File: src/rtl/g15_drum_pkg.sv
// -----------------------------------------------------------------------------
// g15_drum_pkg
// Shared drum geometry constants, the transfer FSM state type and the
// line-number to destination/source decode helper used by drum_xfer_ctl.
//
// Geometry: 29 bit times per word, 108 words per track, so one drum
// revolution is 29 * 108 = 3132 bit-clock cycles.
// Addressable lines for transfers: 7..18 inclusive.
// -----------------------------------------------------------------------------
package g15_drum_pkg;

    localparam logic [4:0] BITS_PER_WORD   = 5'd29;
    localparam logic [6:0] WORDS_PER_TRACK = 7'd108;
    localparam logic [4:0] LINE_MIN        = 5'd7;
    localparam logic [4:0] LINE_MAX        = 5'd18;

    // Last bit time in a word and last word time in a track.
    localparam logic [4:0] BT_LAST = BITS_PER_WORD - 5'd1;
    localparam logic [6:0] WT_LAST = WORDS_PER_TRACK - 7'd1;

    typedef enum logic [1:0] {
        ST_IDLE = 2'd0,
        ST_WAIT = 2'd1,
        ST_XFER = 2'd2
    } xfer_state_t;

    // Decode a line number into {grp1, grp2, grp3, grp4, U, V, W, X}.
    // The group is line div 4 and the letter is line mod 4, so line 7 is
    // 1/X, line 8 is 2/U and line 18 is 4/W.
    function automatic logic [7:0] line_decode(input logic [4:0] line);
        logic [7:0] dec;
        dec = 8'b0;
        case (line[4:2])
            3'd1:    dec[7] = 1'b1;
            3'd2:    dec[6] = 1'b1;
            3'd3:    dec[5] = 1'b1;
            3'd4:    dec[4] = 1'b1;
            default: dec[7:4] = 4'b0;
        endcase
        case (line[1:0])
            2'd0:    dec[3] = 1'b1;
            2'd1:    dec[2] = 1'b1;
            2'd2:    dec[1] = 1'b1;
            default: dec[0] = 1'b1;
        endcase
        return dec;
    endfunction

endpackage

File: src/rtl/drum_timer.sv
// -----------------------------------------------------------------------------
// drum_timer
// Bit-time / word-time counters phase-locked to the drum track.
// BT counts 0..28 every cycle; WT advances when BT wraps 28->0 and itself
// wraps 107->0, giving one revolution every 3132 cycles.
//
// Ports:
//   clk_i  in  1  bit clock
//   rst_i  in  1  synchronous active-high reset (BT=0, WT=0)
//   bt_o   out 5  current bit time 0..28
//   wt_o   out 7  current word time 0..107
// -----------------------------------------------------------------------------
module drum_timer
    import g15_drum_pkg::*;
(
    input  logic       clk_i,
    input  logic       rst_i,
    output logic [4:0] bt_o,
    output logic [6:0] wt_o
);

    logic [4:0] bt_q, bt_d;
    logic [6:0] wt_q, wt_d;

    always_comb begin
        bt_d = bt_q + 5'd1;
        wt_d = wt_q;
        if (bt_q == BT_LAST) begin
            bt_d = 5'd0;
            wt_d = (wt_q == WT_LAST) ? 7'd0 : wt_q + 7'd1;
        end
    end

    always_ff @(posedge clk_i) begin
        if (rst_i) begin
            bt_q <= 5'd0;
            wt_q <= 7'd0;
        end else begin
            bt_q <= bt_d;
            wt_q <= wt_d;
        end
    end

    assign bt_o = bt_q;
    assign wt_o = wt_q;

endmodule

File: src/rtl/drum_xfer_ctl.sv
// -----------------------------------------------------------------------------
// drum_xfer_ctl
// Drum transfer controller for two requesters (A = DA-1, C = CPU).
// A request is arbitrated round-robin while idle, acknowledged (or rejected
// with ERR when the line/word is out of range), then waits for the addressed
// word to come under the heads and performs a one-word (29 cycle) transfer,
// driving the registered line decode. DONE pulses on the cycle after the
// last transfer bit.
//
// Request/handshake semantics: REQ is a level; it is sampled only while
// BUSY is low. The grant is signalled by a one-cycle ACK (or ERR) on the
// following cycle; dropping REQ after ACK does not cancel the transfer, and
// a requester that keeps REQ high on the DONE cycle is granted again.
//
// Ports:
//   CLOCK, RESET                  bit clock, synchronous active-high reset
//   A_REQ/A_WR/A_LINE/A_WORD      requester A request, direction, address
//   A_ACK/A_DONE/A_ERR            requester A one-cycle pulses
//   C_*                           requester C, same as A
//   D1..D4, DU..DX                write-destination decode (during XFER)
//   S1..S4, SU..SX                read-source decode (during XFER)
//   TR                            transfer enable, writes only
//   BT, WT                        drum bit time / word time
//   BUSY                          controller not idle
//   DBG_STATE                     current FSM state (debug observation)
// -----------------------------------------------------------------------------
module drum_xfer_ctl
    import g15_drum_pkg::*;
(
    input  logic        CLOCK,
    input  logic        RESET,
    input  logic        A_REQ,
    input  logic        A_WR,
    input  logic [4:0]  A_LINE,
    input  logic [6:0]  A_WORD,
    output logic        A_ACK,
    output logic        A_DONE,
    output logic        A_ERR,
    input  logic        C_REQ,
    input  logic        C_WR,
    input  logic [4:0]  C_LINE,
    input  logic [6:0]  C_WORD,
    output logic        C_ACK,
    output logic        C_DONE,
    output logic        C_ERR,
    output logic        D1,
    output logic        D2,
    output logic        D3,
    output logic        D4,
    output logic        DU,
    output logic        DV,
    output logic        DW,
    output logic        DX,
    output logic        S1,
    output logic        S2,
    output logic        S3,
    output logic        S4,
    output logic        SU,
    output logic        SV,
    output logic        SW,
    output logic        SX,
    output logic        TR,
    output logic [4:0]  BT,
    output logic [6:0]  WT,
    output logic        BUSY,
    output xfer_state_t DBG_STATE
);

    logic [4:0] bt;
    logic [6:0] wt;

    drum_timer u_timer (
        .clk_i (CLOCK),
        .rst_i (RESET),
        .bt_o  (bt),
        .wt_o  (wt)
    );

    xfer_state_t state_q, state_d;
    logic        prefer_a_q, prefer_a_d;   // 1: A wins a simultaneous request
    logic        owner_c_q, owner_c_d;     // 1: current transfer belongs to C
    logic        wr_q, wr_d;
    logic [4:0]  line_q, line_d;
    logic [6:0]  word_q, word_d;
    logic        a_ack_q, a_ack_d, a_done_q, a_done_d, a_err_q, a_err_d;
    logic        c_ack_q, c_ack_d, c_done_q, c_done_d, c_err_q, c_err_d;
    logic [7:0]  dst_q, dst_d, src_q, src_d;
    logic        tr_q, tr_d;

    // Arbitration winner and its request fields.
    logic        pick_c;
    logic        req_wr;
    logic [4:0]  req_line;
    logic [6:0]  req_word;
    logic        req_ok;
    logic [6:0]  match_wt;
    logic        at_match;
    logic [7:0]  dec;

    assign pick_c   = C_REQ && (!A_REQ || !prefer_a_q);
    assign req_wr   = pick_c ? C_WR   : A_WR;
    assign req_line = pick_c ? C_LINE : A_LINE;
    assign req_word = pick_c ? C_WORD : A_WORD;
    assign req_ok   = (req_line >= LINE_MIN) && (req_line <= LINE_MAX) &&
                      (req_word <= WT_LAST);

    // The transfer starts on the cycle after the last bit of the preceding
    // word, so the match is on BT 28 of word (WORD-1) mod 108.
    assign match_wt = (word_q == 7'd0) ? WT_LAST : word_q - 7'd1;
    assign at_match = (bt == BT_LAST) && (wt == match_wt);
    assign dec      = line_decode(line_q);

    always_comb begin
        state_d    = state_q;
        prefer_a_d = prefer_a_q;
        owner_c_d  = owner_c_q;
        wr_d       = wr_q;
        line_d     = line_q;
        word_d     = word_q;
        a_ack_d    = 1'b0;
        a_done_d   = 1'b0;
        a_err_d    = 1'b0;
        c_ack_d    = 1'b0;
        c_done_d   = 1'b0;
        c_err_d    = 1'b0;

        case (state_q)
            ST_IDLE: begin
                if (A_REQ || C_REQ) begin
                    // A rejected request still counts as a grant for fairness.
                    prefer_a_d = pick_c;
                    if (req_ok) begin
                        owner_c_d = pick_c;
                        wr_d      = req_wr;
                        line_d    = req_line;
                        word_d    = req_word;
                        a_ack_d   = !pick_c;
                        c_ack_d   = pick_c;
                        state_d   = ST_WAIT;
                    end else begin
                        a_err_d = !pick_c;
                        c_err_d = pick_c;
                    end
                end
            end
            ST_WAIT: begin
                if (at_match) begin
                    state_d = ST_XFER;
                end
            end
            ST_XFER: begin
                if (bt == BT_LAST) begin
                    state_d  = ST_IDLE;
                    a_done_d = !owner_c_q;
                    c_done_d = owner_c_q;
                end
            end
            default: begin
                state_d = ST_IDLE;
            end
        endcase

        // Decode is registered from the next state so it is valid on the
        // first XFER cycle and clears on the DONE cycle.
        dst_d = ((state_d == ST_XFER) &&  wr_q) ? dec : 8'b0;
        src_d = ((state_d == ST_XFER) && !wr_q) ? dec : 8'b0;
        tr_d  = (state_d == ST_XFER) && wr_q;
    end

    always_ff @(posedge CLOCK) begin
        if (RESET) begin
            state_q    <= ST_IDLE;
            prefer_a_q <= 1'b1;
            owner_c_q  <= 1'b0;
            wr_q       <= 1'b0;
            line_q     <= 5'd0;
            word_q     <= 7'd0;
            a_ack_q    <= 1'b0;
            a_done_q   <= 1'b0;
            a_err_q    <= 1'b0;
            c_ack_q    <= 1'b0;
            c_done_q   <= 1'b0;
            c_err_q    <= 1'b0;
            dst_q      <= 8'b0;
            src_q      <= 8'b0;
            tr_q       <= 1'b0;
        end else begin
            state_q    <= state_d;
            prefer_a_q <= prefer_a_d;
            owner_c_q  <= owner_c_d;
            wr_q       <= wr_d;
            line_q     <= line_d;
            word_q     <= word_d;
            a_ack_q    <= a_ack_d;
            a_done_q   <= a_done_d;
            a_err_q    <= a_err_d;
            c_ack_q    <= c_ack_d;
            c_done_q   <= c_done_d;
            c_err_q    <= c_err_d;
            dst_q      <= dst_d;
            src_q      <= src_d;
            tr_q       <= tr_d;
        end
    end

    assign A_ACK  = a_ack_q;
    assign A_DONE = a_done_q;
    assign A_ERR  = a_err_q;
    assign C_ACK  = c_ack_q;
    assign C_DONE = c_done_q;
    assign C_ERR  = c_err_q;

    assign {D1, D2, D3, D4, DU, DV, DW, DX} = dst_q;
    assign {S1, S2, S3, S4, SU, SV, SW, SX} = src_q;
    assign TR = tr_q;

    assign BT        = bt;
    assign WT        = wt;
    assign BUSY      = (state_q != ST_IDLE);
    assign DBG_STATE = state_q;

endmodule

File: config.mk
export PLATFORM = sky130hd
export DESIGN_NAME = drum_xfer_ctl
export DESIGN_NICKNAME = d
export VERILOG_FILES = /design/src/rtl/g15_drum_pkg.sv /design/src/rtl/drum_timer.sv /design/src/rtl/drum_xfer_ctl.sv
export SDC_FILE = /design/constraint.sdc
export NUM_CORES = 1
export LEC_CHECK = 0
export BUFFER_PORTS_ARGS = -buffer_cell sky130_fd_sc_hd__buf_2
export CAP_MARGIN = 20
export CORE_MARGIN = 1
export CORE_UTILIZATION = 25
export DETAILED_ROUTE_END_ITERATION = 8
export GPL_TIMING_DRIVEN = 0
export MAX_ROUTING_LAYER = met4
export PLACE_DENSITY = 0.48
export SETUP_SLACK_MARGIN = 0.2
export SKIP_CTS_REPAIR_TIMING = 1
export SLEW_MARGIN = 20
export SYNTH_ARGS = -nofsm -noshare
export SYNTH_HDL_FRONTEND = slang
export SYNTH_SLANG_ARGS = --single-unit
File: constraint.sdc
create_clock -name CLOCK -period 2.6 [get_ports CLOCK]
set_input_delay 0.13 -clock CLOCK [delete_from_list [all_inputs] [get_ports CLOCK]]
set_output_delay 0.13 -clock CLOCK [all_outputs]
set_load 0.03 [all_outputs]
; ---- Word level (Yosys, flattened, before mapping)
; Index checks and enable logic that the tools add are counted.
; Widths: inputs -> output; s select.
[totals]
register_bits = 52
inputBits = 30
output_inout_bits = 38
word_cells = 86
[classes]
addsub = 3
n_lt_le_gt_ge = 3
n_eq_ne = 12
n_mux = 18
bitwise = 7
n_reduce_logical = 26
[ops]
columns = operator, n
row1 = $mux 7, 3
row2 = $mux 1, 9
row3 = $mux 2, 4
row4 = $reduce_or 4->1, 2
row5 = $add 7x1->7 const B, 1
row6 = $eq 7x7->1, 1
row7 = $eq 7x7->1 const B, 1
row8 = $le 7x7->1 const B, 1
row9 = $logic_not 7->1, 1
row10 = $not 1->1, 7
row11 = $sub 7x1->7 const B, 1
row12 = $eq 2x2->1 const B, 3
row13 = $eq 3x2->1 const B, 2
row14 = $logic_and 1x1->1, 6
row15 = $pmux 2 s3, 1
row16 = $reduce_or 2->1, 3
row17 = $reduce_or 3->1, 2
row18 = $add 5x1->5 const B, 1
row19 = $eq 5x5->1 const B, 1
row20 = $ge 5x3->1 const B, 1
row21 = $le 5x5->1 const B, 1
row22 = $logic_not 1->1, 5
row23 = $mux 5, 1
row24 = $eq 2x1->1 const B, 2
row25 = 7 further kinds, 9

; ---- Logic depth before layout (Yosys ltp)
[logic_depth]
word_depth = 14
depth_mapped = 9
depth_no_buf = 8

; ---- Modules after synthesis
; From an unflattened synthesis, not the netlist that was laid out.
[hier_totals]
hier_cells = 252
hier_area_um2 = 2414.8
[by_module_without_submodules]
columns = module, instances, cells_each, area_per_inst_um2, seq_area_each_um2
row1 = drum_xfer_ctl, 1, 191, 1866.8, 800.8
row2 = drum_timer, 1, 61, 548.0, 240.2

; ---- Worst setup path after synthesis
; Ideal clock, no wire load.
[synth_path]
path_type = register to register
from = reg word_q[0]
to = reg dst_q[5]
setup_time_ns = 0.067
arrival_time_ns = 2.102
required_ns = 2.533
setup_slack_ns = 0.431
path_stages_with_launch = 9
path_buffers = 0
synth_period_minus_slack_ns = 2.169
cell_sequence = dfxtp_1 > inv_1 > ha_1 > or2_2 > a21o_2 > a21o_1 > a2111oi_4 > nand4_4 > a21oi_2
[synth_via]
elab_chain_cells = 10
word_cells_on_any_way = 11
classes_between = add/sub: 1 / eq/ne: 2 / mux: 3 / bitwise: 1 / reduce/logical: 4
[synth_rtl]
columns = element, line
row1 = from (decl), drum_xfer_ctl.sv:84  ; logic [6:0] word_q, word_d;
row2 = from (signal assigned), drum_xfer_ctl.sv:193  ; word_q <= word_d;
row3 = $sub 7x1->7 / $logic_not 7->1 (equally long branches), drum_xfer_ctl.sv:109  ; assign match_wt = (word_q == 7'd0) ? WT_LAST : word_q - 7'd1;
row4 = $mux 7 *, drum_xfer_ctl.sv:109
row5 = $eq 7x7->1 *, drum_xfer_ctl.sv:110  ; assign at_match = (bt == BT_LAST) && (wt == match_wt);
row6 = $logic_and 1x1->1 *, drum_xfer_ctl.sv:110
row7 = $mux 2 *, drum_xfer_ctl.sv:147  ; if (at_match) begin
row8 = $pmux 2 s3 *, drum_xfer_ctl.sv:127  ; case (state_q)
row9 = $eq 2x2->1 *, drum_xfer_ctl.sv:165  ; dst_d = ((state_d == ST_XFER) && wr_q) ? dec : 8'b0;
row10 = $logic_and 1x1->1 *, drum_xfer_ctl.sv:165
row11 = $not 1->1 (no source line) *, -
row12 = $reduce_or 2->1 (no source line) *, -
row13 = to (signal assigned), drum_xfer_ctl.sv:200  ; dst_q <= dst_d;
row14 = to (decl), drum_xfer_ctl.sv:87  ; logic [7:0] dst_q, dst_d, src_q, src_d;
; Every way passes the cells marked *; elsewhere a longest branch is shown, timed or not.
; A chain may end at the register's enable or synchronous reset.

; ---- Final worst setup path
[layout_path]
from = reg word_q[0]
to = reg dst_q[7]
; Same word-level chain as after synthesis.

==> flow_summary.toml <==
[synth]
synth_nets = 318
synth_seq_cells = 52
synth-seq-area-share_pct = 40.1
synthDistinctLibCells = 58
ys.flop_type = "dfxtp_1"
synth.cell_area_sq_um = 2600
async_reset_ff_share_pct = 0
synth_top_area_cell = "dfxtp_1"
syn_avg_cell_area_sq_um = 9.18
synth-edff-count = 0
yosysWarnings = 0
synth_top_area_share_pct = 40.1
synth_cells = 283
synthTopCellsByArea = "dfxtp_1 40%, mux2i_1 5.8%, nor2_1 4.8%"

[final_layout]
multi_input_area_sq_um = 1450
area.sequential_sq_um = 1040
post-route-cell-area_sq_um = 3190
final_nets = 391
fin_util_pct = 32.2
fillers = 1094
area_growth_pct = 22.7
layout-drive-gt1-share_pct = 31.7
n_antenna_cell = 0

[worst_setup_path]
end_kind = "flop"
worst-path-max-fanout = 7
slowest_delay_ns = 0.38
critPathLaunchType = "flop"
worst_ep_required_time_ns = 2.85
crit_arrival_ns = 2.51
path_cells = "inv_1 > ha_1 > or2_2 > a21o_2 > a21o_1 > a2111oi_4 > nand4_4 > a21oi_2"
crit_type = "reg -> reg"
slowest_stage = "dfxtp_2"

[route]
first_iter_violations = 46
viasPerCell = 4.67
drt_pre_antenna_iters = 4
ant_nets = 0
wl_per_cell_microns = 13.4
drt_wl_total_microns = 6550
drcViolationCount = 0
vias = 2287

[sta]
setup_viol = 0
tightest_slew_ns = 0.719
rsz0062_at_grt = "yes"
min_period_ns = 2.26
layout_worst_path_cycle_share_pct = 86.9
relSlewSlack_pct = 52.1
tns_ns = 0
hold_ws_ns = 0.0931
hold_viol = 0
fin_skew_ns = 0.0106
max_freq_mhz = 443
drv_slew = 0

[clock_network]
cts_buffers = 5
path_clk_slew_ns = 0.10
clk_latency_ns = 0.31
clk_path_buf_depth = 2
h-tree-depth = 2
cts_tree = "yes"
clock_sinks = 52
cts-root-buf = "clkbuf_8"

[placed_design]
port_buffers = 66
dp_hpwl_microns = 5050
place.gp.congestion = 0.779
place_area_sq_um = 3090

[floorplanning]
initial_core_util_pct = 26.2
core_area_sq_um = 9910
dieArea_sq_um = 10800
core.rowCount = 36
pin_count = 68
dieWidth_microns = 104
die_y_microns = 104

[power_and_ir_drop]
power_density_nw_per_um2 = 571
total_power_mw = 1.82
ir_drop_mv = 0.241
p_leak_nw = 1.32

[global_routing]
first_global_vias = 2173
grt_use_met2_pct = 20.2
grt_max_degree = 18
busiest_layer = "met2"
antenna_found_initial = 0
grt_pass1_wl_microns = 10700
grtUsageMet3_pct = 1.82
grt_use_met1_pct = 16.1
grt_util_all_layers_pct = 12.6
overflow = 0

[outcome]
status = "finished, final reports clean"

[hold_path]
hold_class = "in -> reg"

[run]
cap_violations = 0
cell families after synthesis:
family | share of synthesized area, %
AOI/OAI and AO/OA | 21.0
xor gates and xnor gates | 3.71
adders and majority gates | 2.41
buffers and inverters | 4.14
DFF | 40.1
muxes | 6.65
and+or+nand+nor | 22.1
state kept, by name, indices dropped and copies added, names as in the netlist:
signal        count
DBG_STATE         2
line_q            5
A_ACK             1
owner_c_q         1
u_timer.bt_o      5
dst_q             8
C_ERR             1
C_ACK             1
wr_q              1
TR                1
prefer_a_q        1
u_timer.wt_o      7
src_q             8
word_q            7
C_DONE            1
A_ERR             1
A_DONE            1
stage by stage:
stage,instances,setup WS (ns)
3_5_place_dp,482,0.200
6_report,490,0.342
3_3_place_gp,482,0.232
5_1_grt,490,0.198
4_1_cts,490,0.192
2_1_floorplan,283,0.431
critical path: cells and delay by family, from the launching register on:
family	cells	cell delay (ns)
fa+ha+maj	1	0.23
flops	1	0.38
buf+inv	1	0.07
simple gates	2	0.54
compound gates	4	1.00
layer usage:
layer,share of wire (%),wire [microns]
met1,48,3150
met2,47,3090
met3,3.3,217
met4,1.4,89
met5,0,0
cell usage in the layout (no fill, tap or decap), types with 5 or more instances in the layout:
cell / synthesis / final
buf_2: 3 / 69
dfxtp_1: 52 / 50
nor2_1: 33 / 33
nand2_1: 21 / 21
a21oi_1: 19 / 19
mux2i_1: 15 / 15
inv_1: 11 / 11
a311oi_1: 11 / 11
nor3_1: 9 / 9
o21ai_0: 8 / 8
nand3_1: 8 / 8
clkbuf_8: 1 / 6
xor2_1: 6 / 6
a21oi_2: 6 / 6
clkbuf_1: 5 / 5
xnor2_1: 5 / 5
ha_1: 5 / 5
report_power, final:
group | internal, mW | switching [mW] | total, mW
clock | 0.192 | 0.283 | 0.475
sequential | 0.836 | 0.0545 | 0.891
combinational | 0.184 | 0.268 | 0.453
cell usage after synthesis (2+ instances only):
master / n
dfxtp_1: 52
nor2_1: 33
nand2_1: 21
a21oi_1: 19
mux2i_1: 15
a311oi_1: 11
inv_1: 11
nor3_1: 9
nand3_1: 8
o21ai_0: 8
a21oi_2: 6
xor2_1: 6
clkbuf_1: 5
ha_1: 5
xnor2_1: 5
nand2b_1: 4
nand4_1: 4
a211o_1: 3
a21o_1: 3
a31oi_1: 3
buf_2: 3
nor3_2: 3
a2111oi_4: 2
a21o_2: 2
a41oi_2: 2
and2_1: 2
and3_1: 2
mux2_2: 2
nand3b_1: 2
nor2b_1: 2
or2_2: 2
or3_1: 2
final cells by class:
| type | instances | share of cell area (%) |
|---|---|---|
| Tap cell | 133 | 5.22 |
| Buffer | 12 | 2.08 |
| Timing Repair Buffer | 66 | 10.4 |
| Clock inverter | 3 | 0.667 |
| Inverter | 11 | 1.30 |
| Clock buffer | 5 | 2.16 |
| Multi-Input combinational cell | 208 | 45.5 |
| Sequential cell | 52 | 32.7 |
worst paths after layout:
check / endpoint / slack, ns / start / cells after the start
worst min-delay path: word_q[6] / 0.09 / A_WORD[6] / 3
worst max-delay path: dst_q[7] / 0.34 / word_q[0] / 8
worst min register to register: u_timer.bt_o[0] / 0.48 / u_timer.bt_o[0] / 1
worst max register to register: dst_q[7] / 0.34 / word_q[0] / 8
Note: power is estimated with default switching activity, not from simulation.
